===== src/rtl/fft_pkg.sv =====
// rtl/fft_pkg.sv - shared constants, FSM state type and index helper for the 8-point FFT sequencer
package fft_pkg;

  localparam int FFT_N     = 8;
  localparam int FFT_LOG2N = 3;

  typedef enum logic [2:0] {
    ST_IDLE  = 3'd0,
    ST_LOAD  = 3'd1,
    ST_S1    = 3'd2,
    ST_S2    = 3'd3,
    ST_S3    = 3'd4,
    ST_DRAIN = 3'd5
  } fft_ctrl_state_t;

  function automatic logic [2:0] bitrev3(input logic [2:0] a);
    return {a[0], a[1], a[2]};
  endfunction

endpackage


===== src/rtl/fft_stage_timer.sv =====
// rtl/fft_stage_timer.sv - loadable down-counter timing one butterfly stage
module fft_stage_timer #(
  parameter int STAGE_LAT = 1
) (
  input  logic clk,
  input  logic reset,
  input  logic clear,
  input  logic start,
  output logic expire
);

  logic [3:0] cnt;
  logic       run;

  always_ff @(posedge clk) begin
    if (reset || clear) begin
      cnt <= '0;
      run <= 1'b0;
    end else if (start) begin
      cnt <= 4'(STAGE_LAT - 1);
      run <= 1'b1;
    end else if (run) begin
      if (cnt == 4'd0) run <= 1'b0;
      else             cnt <= cnt - 4'd1;
    end
  end

  assign expire = run && (cnt == 4'd0);

endmodule


===== src/rtl/fft_ctrl.sv =====
// rtl/fft_ctrl.sv - frame sequencer: bit-reversed load, three timed stages, natural-order drain
// Optional IFFT conjugate/scale outputs are built when FFT_CTRL_IFFT_EN is defined.
module fft_ctrl
  import fft_pkg::*;
#(
  parameter int STAGE_LAT = 1,
  parameter int FRAME_CW  = 8
) (
  input  logic                clk,
  input  logic                reset,
  input  logic                flush,
  input  logic                mode,
  input  logic                in_valid,
  output logic                in_ready,
  output logic                load_en,
  output logic [2:0]          load_addr,
  output logic [2:0]          stage_en,
  output logic                conj_en,
  output logic [1:0]          scale_shift,
  output logic                out_valid,
  input  logic                out_ready,
  output logic [2:0]          out_addr,
  output logic                busy,
  output logic                frame_done,
  output logic [FRAME_CW-1:0] frame_cnt
);

  fft_ctrl_state_t         state, state_nxt;
  logic [FFT_LOG2N-1:0]    smp_cnt, out_cnt;
  logic [FRAME_CW-1:0]     frame_cnt_q;
  logic                    frame_done_q, stage_first;
  logic                    in_hs, out_hs, last_out, timer_start, timer_expire;
  logic                    in_ready_raw, out_valid_raw, live;

  assign live          = !reset;
  assign in_ready_raw  = (state == ST_IDLE) || (state == ST_LOAD);
  assign out_valid_raw = (state == ST_DRAIN);
  // a flush cycle swallows any handshake on either side
  assign in_hs    = in_valid && in_ready_raw && !flush;
  assign out_hs   = out_valid_raw && out_ready && !flush;
  assign last_out = out_hs && (out_cnt == 3'(FFT_N - 1));

  always_comb begin
    state_nxt = state;
    if (flush) begin
      state_nxt = ST_IDLE;
    end else begin
      case (state)
        ST_IDLE:  if (in_hs) state_nxt = ST_LOAD;
        ST_LOAD:  if (in_hs && smp_cnt == 3'(FFT_N - 1)) state_nxt = ST_S1;
        ST_S1:    if (timer_expire) state_nxt = ST_S2;
        ST_S2:    if (timer_expire) state_nxt = ST_S3;
        ST_S3:    if (timer_expire) state_nxt = ST_DRAIN;
        ST_DRAIN: if (last_out) state_nxt = ST_IDLE;
        default:  state_nxt = ST_IDLE;
      endcase
    end
  end

  assign timer_start = (state_nxt != state) &&
                       (state_nxt == ST_S1 || state_nxt == ST_S2 || state_nxt == ST_S3);

  fft_stage_timer #(.STAGE_LAT(STAGE_LAT)) u_timer (
    .clk    (clk),
    .reset  (reset),
    .clear  (flush),
    .start  (timer_start),
    .expire (timer_expire)
  );

  always_ff @(posedge clk) begin
    if (reset) begin
      state        <= ST_IDLE;
      smp_cnt      <= '0;
      out_cnt      <= '0;
      frame_cnt_q  <= '0;
      frame_done_q <= 1'b0;
      stage_first  <= 1'b0;
    end else begin
      state        <= state_nxt;
      stage_first  <= timer_start;
      frame_done_q <= last_out;
      if (last_out) frame_cnt_q <= frame_cnt_q + FRAME_CW'(1);
      if (flush) begin
        smp_cnt <= '0;
        out_cnt <= '0;
      end else begin
        // both counters wrap to 0 on their eighth step, ready for the next frame
        if (in_hs)  smp_cnt <= smp_cnt + 3'd1;
        if (out_hs) out_cnt <= out_cnt + 3'd1;
      end
    end
  end

  assign in_ready   = live && in_ready_raw;
  assign load_en    = live && in_hs;
  assign load_addr  = live ? bitrev3(smp_cnt) : 3'd0;
  assign stage_en   = live ? {(state == ST_S3) && stage_first,
                              (state == ST_S2) && stage_first,
                              (state == ST_S1) && stage_first} : 3'd0;
  assign out_valid  = live && out_valid_raw;
  assign out_addr   = live ? out_cnt : 3'd0;
  assign busy       = live && (state != ST_IDLE);
  assign frame_done = live && frame_done_q;
  assign frame_cnt  = live ? frame_cnt_q : '0;

`ifdef FFT_CTRL_IFFT_EN
  logic mode_q;

  always_ff @(posedge clk) begin
    if (reset)                             mode_q <= 1'b0;
    else if (state == ST_IDLE && in_hs)    mode_q <= mode;
  end

  assign conj_en     = live && mode_q && (state == ST_LOAD || state == ST_DRAIN);
  assign scale_shift = (live && mode_q && state == ST_DRAIN) ? 2'd3 : 2'd0;
`else
  logic unused_mode;
  assign unused_mode = mode;
  assign conj_en     = 1'b0;
  assign scale_shift = 2'd0;
`endif

endmodule


===== config.mk =====
export PLATFORM = sky130hd
export DESIGN_NAME = fft_ctrl
export DESIGN_NICKNAME = d
export VERILOG_FILES = /design/src/rtl/fft_pkg.sv /design/src/rtl/fft_stage_timer.sv /design/src/rtl/fft_ctrl.sv
export SDC_FILE = /design/constraint.sdc
export NUM_CORES = 1
export LEC_CHECK = 0
export CAP_MARGIN = 20
export CORE_MARGIN = 4
export CORE_UTILIZATION = 40
export DETAILED_ROUTE_END_ITERATION = 7
export PLACE_DENSITY = 0.78
export SKIP_CTS_REPAIR_TIMING = 1
export SYNTH_ARGS = -nofsm -noshare
export SYNTH_HDL_FRONTEND = slang
export SYNTH_HIERARCHICAL = 1
export SYNTH_SLANG_ARGS = --single-unit
export TNS_END_PERCENT = 1

===== constraint.sdc =====
create_clock -name clk -period 2.5 [get_ports clk]
set_clock_uncertainty 0.05 [all_clocks]
set_input_delay 0.5 -clock clk [delete_from_list [all_inputs] [get_ports clk]]
set_output_delay 0.5 -clock clk [all_outputs]
set_load 0.005 [all_outputs]

# [After elaboration in Yosys (flattened, before gate mapping)]
# Cells that the tools add are included.
[totals] regBits=24 out_inout_bits=25 word_cells=67 input_bits=6
[op_classes] n_addsub=4 eq_ne=11 n_mux=15 reduce_logical=28 n_bitwise=1
[op_table] op="3-bit 2-to-1 mux" n=10
[op_table] op="3-bit case mux with 6 select lines" n=1
[op_table] op="1-bit logical AND" n=16
[op_table] op="3-bit == test, second input constant" n=5
[op_table] op="3-bit by 2-bit == test with 1-bit output, second input constant" n=4
[op_table] op="8-bit by 1-bit adder with 8-bit output, second input constant" n=1
[op_table] op="8-bit 2-to-1 mux" n=1
[op_table] op="3-bit by 1-bit adder with 3-bit output, second input constant" n=2
[op_table] op="4-bit zero test" n=1
[op_table] op="1-bit logical OR" n=4
[op_table] op="2-bit OR reduction" n=2
[op_table] op="4-bit by 1-bit subtractor with 4-bit output, second input constant" n=1
[op_table] op="3-bit by 1-bit == test with 1-bit output, second input constant" n=1
[op_table] op="3-bit zero test" n=1
[op_table] op="1-bit 2-to-1 mux" n=3
[op_table] op="3-bit inequality test" n=1
[op_table] op="3-bit nonzero test" n=1
[op_table] op="1-bit zero test" n=2
[op_table] op="2-bit AND reduction" n=1
[op_table] op="1-bit inverter" n=1

# [Depth between registers and ports, before layout]
# Gate-level depths: netlist (run 1).
[logic_depth] ltp_word=13 mapped_depth=11 ltp_nobuf=11

# [Modules after synthesis]
# Netlist (run 1), hierarchy kept.
[by_module_without_submodules] module="fft_ctrl" area_per_inst_um2=1169.9 seq_area_each_um2=380.4 instances=1 cells_per_inst=133
[by_module_without_submodules] module="fft_stage_timer" area_per_inst_um2=246.5 seq_area_each_um2=100.1 instances=1 cells_per_inst=27

# [Least setup slack after synthesis (run 1)]
# No wires, ideal clock.
[synth_path] kind="register to register" from="register u_timer.cnt[0]" to="register u_timer.cnt[0]" synth_period_minus_slack_ps=2275 path_stages_with_launch=12 setup_time_ps=56 t_required_ps=2394 slack_ps=225 n_path_buf=0 arrival_time_ps=2169 path_cell_list="dfxtp_1 inv_1 ha_1 nand2_1 nor3_1 xor2_1 a211oi_1 o22ai_1 mux2i_1 or3_1 a211oi_1 a21o_2"
[synth_via] elab_chain_len=10 word_cells_on_any_way=18 cone_classes="add/sub: 1; eq/ne: 4; mux: 5; bitwise: 1; reduce/logical: 7"
[synth_rtl] element="start, declared" line="fft_stage_timer.sv:12" source="logic [3:0] cnt;"
[synth_rtl] element="start signal, assigned" line="fft_stage_timer.sv:20" source="cnt <= 4'(STAGE_LAT - 1);"
[synth_rtl] element="start signal, assigned" line="fft_stage_timer.sv:24" source="else cnt <= cnt - 4'd1;"
[synth_rtl] element="4-bit zero test *" line="fft_stage_timer.sv:28" source="assign expire = run && (cnt == 4'd0);"
[synth_rtl] element="1-bit logical AND *" line="fft_stage_timer.sv:28"
[synth_rtl] element="named net timer_expire" line="fft_ctrl.sv:32" source="logic in_hs, out_hs, last_out, timer_start, timer_expire;"
[synth_rtl] element="3-bit 2-to-1 mux, on equally long branches" line="fft_ctrl.sv:53, fft_ctrl.sv:51, fft_ctrl.sv:52"
[synth_rtl] element="3-bit case mux with 6 select lines *" line="fft_ctrl.sv:48" source="case (state)"
[synth_rtl] element="3-bit 2-to-1 mux *" line="fft_ctrl.sv:45" source="if (flush) begin"
[synth_rtl] element="3-bit by 2-bit == test with 1-bit output" line="fft_ctrl.sv:61" source="(state_nxt == ST_S1 || state_nxt == ST_S2 || state_nxt == ST_S3);"
[synth_rtl] element="1-bit logical OR (2 in series)" line="fft_ctrl.sv:61"
[synth_rtl] element="1-bit logical AND *" line="fft_ctrl.sv:60" source="assign timer_start = (state_nxt != state) &&"
[synth_rtl] element="named net timer_start" line="fft_ctrl.sv:32"
[synth_rtl] element="2-bit OR reduction (no line) *"
# Mark *: on every way through the listed nets, which the timed path passes. The rest lies on a longest branch.
# A chain may end at the register's enable or synchronous reset.

# [Worst setup path after layout (run 1)]
[layout_path] from="input reset" to="output stage_en[2]"
[layout_via] elab_chain_len=1
[layout_rtl] element="start, declared" line="fft_ctrl.sv:10" source="input logic reset,"
[layout_rtl] element="3-bit 2-to-1 mux" line="fft_ctrl.sv:98" source="assign stage_en = live ? {(state == ST_S3) && stage_first,"
[layout_rtl] element="end, declared" line="fft_ctrl.sv:17" source="output logic [2:0] stage_en,"
# No other way between the ends.

==> summary.txt, run 1 <==
Synth
  • Cells after Synth: between 150 and 200
  • Area fraction in and, or, nand and nor cells after synthesis: between 30% and 40%
  • Post-synth cell types: 46
  • Post-synthesis adder-cell area fraction: 5.30%
  • Multiplexer area fraction after synthesis: approximately 3.5%
  • Syn_area_per_cell: between 8 and 9 sq um
  • Predominant post-synthesis flop cell: dfxtp_1
  • Number of synthesized flops with an enable pin: 0
  • Synth async-reset ratio: 0%
  • Post-Synth XOR/XNOR Area: under 10%
  • Post-synthesis compound-gate area fraction: 8.30%
  • Mapped cell area: about 0.0014 sq mm
  • Sequential element share of the synthesized area: between 30% and 40%
  • #FFs+latches synth: 24
  • Largest family of logic cells by synthesized area: simple AND/OR/NAND/NOR gates
  • Synth warn: 6

Timing
  • Worst hold slack: 0.452 ns
  • Max Clk Rate: between 0.4 and 0.5 GHz
  • Slew @ Worst Pin: slightly above 0.5 ns
  • Final Hold Viols: 0
  • Final min period: between 2 and 2.5 ns
  • Slew Viols, Final: 0
  • RSZ-0062 raised after global routing: true
  • Final period utilization: between 90% and 100%
  • Final setup fails: 0
  • Slew headroom: between 60% and 70%

GRT
  • First-pass GRT wire length: between 5000 and 6000 microns
  • Largest net degree at the start of global routing: 29
  • Vias in the first global route: about 1,200
  • GRT Util Overall: roughly 14%
  • Gr ovfl total: 0
  • Antenna violations before repair: 0

Setup path
  • Worst Setup Path Type: in -> out
  • CP endpoint kind: output port
  • Critical path arrival: 1.91 ns
  • Worst Path Required: about 2 ns
  • Critical-path maximum fanout: 2
  • CP startpoint kind: primary input

Pwr
  • Leak pwr: 0.000755 uW
  • Pint: a little under 600 uW
  • Tot Pwr: 731 uW
  • Combinational power share: 8.4%
  • Share of power burned in registers: a little over half
  • Net Sw Frac: 20.8%
  • VDD IR max: ~0.26 mV
  • Pwr Density: 389 mW/mm^2
  • Clock network power share: 38.5%
  • Switching Power: 152 uW

Flow run
  • Max-cap violations: 0

Route
  • Routed WL: slightly below 3000 microns
  • Wire per inst: between 10 and 15 microns
  • Drt via density: between 4 and 5
  • Vias: ~1,200
  • TritonRoute pass-1 iters: 4
  • Drt initial violations: 39
  • DRC: 0
  • Final ANT Viol Nets: 0

Die
  • Die Height: ~68 microns
  • Boundary pin count: 31
  • Core Box Area: between 0.003 and 0.004 sq mm
  • Initial core utilization: about two fifths
  • FP Rows: 21
  • Die width: between 60 and 70 microns
  • DIE AREA: between 0.004 and 0.005 sq mm

Finish
  • Area growth, synth to finish: 32.8%
  • Share of cells above drive strength 1: a little under a fifth
  • Fin area: 0.00188 sq mm
  • Antenna diode count: 0
  • Layout Nets: between 200 and 250
  • Non-filler instance count after layout: between 200 and 250

Placed design
  • Half-perimeter wire length after placement: 2190 microns
  • Placer Congestion: about 0.78
  • # port buffers: 26
  • Dpl cells: approximately 240
  • Placed instance area: between 0.0015 and 0.002 sq mm

Clocking
  • Clock transition at path regs: approximately 0.14 ns
  • CTS Buffer Depth: 2
  • H-tree levels: 1
  • CTS tree: yes
  • CTS sink cnt: 24
  • Clock latency at the later pin of the worst-skew pair: 0.31 ns
  • Total CTS buffers: 3
  • Clock root cell: clkbuf_4

Worst hold path
  • HP Class: reg -> reg

Status
  • Status: complete, no violations
## layout make-up
type                       count  area, sq um
clock buffer                   3         22.5
sequential                    24          483
inverter                       4         15.0
multi-input combinational    123          885
tap                           46         57.6
clock inverter                 1         30.0
timing repair buffer          42          388
fill                         320         1510
## placed cells by master (no fill, tap or decap), types with 2 or more instances in the layout
master	netlist	routed
nand4_1	4	4
inv_1	4	4
nor2_1	18	18
nand2_1	9	9
xnor2_1	3	3
dfxtp_2	0	2
nand4b_1	2	2
conb_1	1	3
a21oi_1	5	5
clkdlybuf4s50_1	0	23
dfxtp_1	24	22
nor2b_1	20	20
nor3_1	6	5
buf_4	3	16
dlymetal6s2s_1	0	3
mux2i_1	5	5
clkbuf_4	0	3
xor2_1	7	7
nand2b_1	2	2
nor4b_1	3	3
ha_1	6	6
a211oi_2	1	3
nor3b_1	2	2
a21o_2	2	2
## flip-flops by register name, summed over array words and instances (netlist names)
signal        cells
frame_cnt_q       8
state             3
smp_cnt           3
stage_first       1
frame_done_q      1
u_timer/cnt       4
out_cnt           3
u_timer/run       1
## power by group through the flow
stage,clock network [uW],registers (uW),logic (uW)
after floorplan,0,394,33.2
after global placement,0,397,57.3
after detailed placement,0,397,57.7
after CTS,287,388,58.3
after global routing,302,389,68.8
final,281,388,61.6
## stage by stage
step,setup slack (ns),setup TNS [ns],utilization (%)
final,0.0438,0,55.5
after global routing,-0.0993,-0.373,55.5
after CTS,-0.131,-0.139,54.2
after detailed placement,-0.156,-0.540,52.6
after global placement,-0.165,-0.582,52.6
after floorplan,0.225,0,-
## final timing paths
path / slack, ns / cells past startpoint / start / to
worst max-delay path: 0.04 / 4 / reset / stage_en[2]
worst min-delay path: 0.45 / 2 / out_cnt[2] / out_cnt[2]
worst max register to register: 0.08 / 12 / u_timer/cnt[0] / u_timer/cnt[0]
worst min register to register: 0.45 / 2 / out_cnt[2] / out_cnt[2]
## synth_stat cells, types with 3 or more instances
cell type | count | area share (%)
xor2_1 | 7 | 4.3
buf_4 | 3 | 1.6
ha_1 | 6 | 5.3
inv_1 | 4 | 1.1
nor2_1 | 18 | 4.8
nand2_1 | 9 | 2.4
mux2i_1 | 5 | 3.5
nor4b_1 | 3 | 1.9
clkbuf_1 | 4 | 1.1
nor2b_1 | 20 | 8.8
xnor2_1 | 3 | 1.9
a21oi_1 | 5 | 1.8
nor3_1 | 6 | 2.1
dfxtp_1 | 24 | 34
nand4_1 | 4 | 1.8
## cells by family (layout without fill, tap and decap cells)
group,Yosys count,in the layout
other,1,3
AO/OA/AOI/OAI,16,16
flip-flops,24,24
multiplexers,5,5
AND/OR/NAND/NOR,83,83
XOR/XNOR,10,10
buffers and inverters,15,50
adder cells (fa/ha/maj),6,6
## worst max-delay path, cell delays in order
cell and delay [ns]:
clkdlybuf4s50_1 0.42, nand2b_1 0.17, nor4b_1 0.26, clkdlybuf4s50_1 0.56
## routing by layer
| layer | vias up | GRT usage [%] | share of wire (%) |
|---|---|---|---|
| met5 | - | 0 | 0 |
| met4 | 0 | 3.04 | 0.50 |
| met3 | 2 | 2.66 | 5.1 |
| met2 | 27 | 23.3 | 46 |
| met1 | 557 | 18.8 | 48 |
| li1 | 623 | - | - |
(Power assumes the default switching activity.)
==> run 2, diff against run 1 <==
--- a/config.mk
+++ b/config.mk
@@ -13,6 +13,5 @@
 export SKIP_CTS_REPAIR_TIMING = 1
 export SYNTH_ARGS = -nofsm -noshare
 export SYNTH_HDL_FRONTEND = slang
-export SYNTH_HIERARCHICAL = 1
 export SYNTH_SLANG_ARGS = --single-unit
 export TNS_END_PERCENT = 1
==> run 2 against run 1 <==
Compared with the run above: hold slack worse by 0.018 ns; clock-buffer cell count is 1 higher; highest routed layer unchanged; global-route usage is 0.45 points lower; combinational power is 25% lower; critical path type unchanged; largest power group unchanged; sequential power hardly changed; core utilization is 3.0 points lower; sequential cell count stayed put; design area is 6.9% lower; critical path depth stayed put.
==> summary.txt, run 2 <==
Timing
  • Final period utilization: 95.0% (-3.3 points)
  • Final min period: 2.37 ns (-0.0823 ns)
  • Final setup margin: 0.126 ns (+0.0823 ns)
  • Slew @ Worst Pin: 0.517 ns (-0.000203 ns)
  • RSZ-0062 raised after global routing: false
  • Final setup fails: 0 (unchanged)
  • Final Hold Viols: 0 (unchanged)
  • Slew headroom: 65.2% (-0.25 points)
  • Slew Viols, Final: 0 (unchanged)
  • Max Clk Rate: 0.421 GHz (+3.5%)

Route
  • Wire per inst: 11.5 microns (-6.1%)
  • Drt via density: 4.88 (-1.8%)
  • Vias: 1,133 (-6.3%)
  • TritonRoute pass-1 iters: 4 (unchanged)
  • DRC: 0 (unchanged)
  • Drt initial violations: 46 (+18%)
  • Routed WL: 2670 microns (-10%)
  • Final ANT Viol Nets: 0 (unchanged)

Setup path
  • CP top delay family: buffers and inverters
  • Max incr delay on CP: 0.50 ns (-0.06 ns)
  • Slowest CP cell: clkdlybuf4s50_1
  • Cell mode on critical path: clkdlybuf4s50_1
  • Critical path arrival: 1.82 ns (-0.09 ns)
  • Critical-path maximum fanout: 2 (unchanged)
  • CP startpoint kind: primary input
  • CP endpoint kind: output port
  • Worst Path Required: 1.95 ns (about the same)
  • CP cell instances: clkdlybuf4s50_1 > or2_1 > nor2_1 > clkdlybuf4s50_1
  • Crit path buf inv count: 2 (unchanged)
  • Worst Setup Path Type: in -> out

Flow run
  • Max-cap violations: 0 (unchanged)

Die
  • FP Rows: 21 (unchanged)
  • Core Box Area: 0.00334 sq mm (-1.6%)
  • Boundary pin count: 31 (unchanged)
  • Die width: 66.9 microns (-0.90%)
  • Initial core utilization: 41.6% (-0.20 points)
  • DIE AREA: 0.00447 sq mm (-1.8%)
  • Die Height: 66.9 microns (-0.90%)

Clocking
  • Clock latency at the later pin of the worst-skew pair: 0.31 ns (about the same)
  • H-tree levels: 1 (unchanged)
  • CTS sink cnt: 24 (unchanged)
  • CTS tree: yes
  • Clock root cell: clkbuf_4
  • Clock transition at path regs: 0.13 ns (about the same)
  • Total CTS buffers: 3 (unchanged)
  • CTS Buffer Depth: 2 (unchanged)

Finish
  • Multi-input gate area: 832 sq um (-5.9%)
  • Largest regs: frame_cnt_q x8, u_timer.cnt x4
  • Most common cell after layout, fill and taps aside: clkdlybuf4s50_1
  • Reg with most FFs: frame_cnt_q
  • Non-filler instance count after layout: 232 (-4.5%)
  • Fillers: 322 (+0.63%)
  • Layout Nets: 200 (-4.8%)
  • Antenna diode count: 0 (unchanged)
  • Commonest non-fill, non-tap cells in the layout: 25 x clkdlybuf4s50_1, 23 x dfxtp_1, 20 x nor2_1
  • Max FFs per register: 8 (unchanged)
  • Fin area: 0.00175 sq mm (-6.9%)
  • Register area: 482 sq um (-0.26%)
  • Share of cells above drive strength 1: 11.8% (-7.0 points)
  • Area growth, synth to finish: 26.1%

Pwr
  • Pwr Density: 363 mW/mm^2 (-6.5%)
  • Leak pwr: 0.000700 uW (-7.2%)
  • VDD IR max: 0.283 mV (+8.1%)

GRT
  • First-pass GRT wire length: 4800 microns (-4.5%)
  • Largest net degree at the start of global routing: 24 (-17%)
  • GRT Util Overall: 13.6% (-0.45 points)
  • Gr ovfl total: 0 (unchanged)
  • Vias in the first global route: 1,106 (-3.8%)
  • Antenna violations before repair: 0 (unchanged)

Placed design
  • # port buffers: 26 (unchanged)
  • Post-place setup slack: -0.00303 ns (+0.153 ns)
  • Dpl cells: 228 (-4.2%)
  • Half-perimeter wire length after placement: 1990 microns (-9.0%)
  • Placer Congestion: 0.743 (-4.8%)
  • Placed instance area: 0.00171 sq mm (-4.1%)

Synth
  • Post-synth top cells: 24 x dfxtp_1, 20 x nor2_1, 17 x nor2b_1
  • Post-synth cell types: 38 (-17%)
  • Number of synthesized flops with an enable pin: 0 (unchanged)
  • #FFs+latches synth: 24 (unchanged)
  • Most common cell in the netlist: dfxtp_1
  • Syn_area_per_cell: 8.78 sq um (-0.79%)
  • Predominant post-synthesis flop cell: dfxtp_1
  • Cell taking the most area after synthesis: dfxtp_1
  • Cells after Synth: 158 (-1.3%)
  • Synth warn: 0 (-6)
  • Post-synth top area share: 34.6% (+0.70 points)
  • Top cells by area, synth: dfxtp_1 35%, nor2b_1 7.7%, ha_1 6.3%
  • Synth async-reset ratio: 0% (unchanged)
  • Sequential element share of the synthesized area: 34.6% (+0.70 points)
  • Mapped cell area: 0.00139 sq mm (-2.0%)

Status
  • Status: complete, no violations

Worst hold path
  • HP Class: reg -> reg
[run 2: kinds of logic (layout without fill, tap and decap cells)]
family | after synthesis | in the layout | synth area share (%)
multiplexers | 4 | 4 | 2.89
flip-flops | 24 | 24 | 34.6
buffers and inverters | 15 | 41 | 5.95
AO/OA/AOI/OAI | 15 | 15 | 8.48
adder cells (fa/ha/maj) | 7 | 7 | 6.31
other | 1 | 3 | 0.270
XOR/XNOR | 10 | 10 | 6.31
AND/OR/NAND/NOR | 82 | 82 | 35.2
[run 2: final cells by class]
type                            instances  share of cell area (%)
Tap cell                               46                    3.29
Timing Repair Buffer                   33                    18.7
Multi-Input combinational cell        121                    47.5
Sequential cell                        24                    27.5
Clock buffer                            4                    2.07
Inverter                                4                   0.858
[run 2: worst paths after layout]
check,slack [ns],startpoint,cells past startpoint,end
setup / recovery,0.13,flush,4,load_en
hold / removal,0.43,smp_cnt[1],2,smp_cnt[1]
setup reg to reg,0.71,out_cnt[0],7,u_timer.run
hold reg to reg,0.43,smp_cnt[1],2,smp_cnt[1]
[run 2: routing by layer]
layer	global-route usage (%)	share of wire, %
met1	16.3	44
met2	24.0	51
met3	2.53	4.0
met4	4.56	1.1
met5	0	0
[run 2: where the power goes]
| part | switching [uW] | internal (uW) | leakage [uW] |
|---|---|---|---|
| Clock | 114 | 88.9 | 0.0000210 |
| Sequential | 2.74 | 384 | 0.000194 |
| Combinational | 23.2 | 23.3 | 0.000485 |
| Total | 140 | 496 | 0.000700 |
[run 2: stage by stage]
step | power [uW] | TNS [ns] | util, % | hold WS, ns
final | 636 | 0 | 52.5 | 0.435
after global routing | 662 | 0 | 52.5 | 0.464
after floorplan | 420 | 0 | - | 0.398
after global placement | 442 | -0.0356 | 51.3 | 0.411
after CTS | 646 | -0.0197 | 52.3 | 0.437
after detailed placement | 442 | -0.00583 | 51.3 | 0.419
[run 2: worst min-delay path, delay by kind of cell, from the launching register on]
kind	cells	cell delay, ns
AND/OR/NAND/NOR	1	0.06
AO/OA/AOI/OAI	1	0.05
flip-flops	1	0.35
==> run 3, diff against run 2 <==
--- a/config.mk
+++ b/config.mk
@@ -8,10 +8,11 @@
 export CAP_MARGIN = 20
 export CORE_MARGIN = 4
 export CORE_UTILIZATION = 40
+export CTS_BUF_LIST = sky130_fd_sc_hd__clkbuf_4 sky130_fd_sc_hd__clkbuf_8
 export DETAILED_ROUTE_END_ITERATION = 7
 export PLACE_DENSITY = 0.78
 export SKIP_CTS_REPAIR_TIMING = 1
 export SYNTH_ARGS = -nofsm -noshare
 export SYNTH_HDL_FRONTEND = slang
 export SYNTH_SLANG_ARGS = --single-unit
-export TNS_END_PERCENT = 1
+export TNS_END_PERCENT = 30
==> results of run 3 <==
No change in the layout: final DEF, timing and power equal those of run 2.
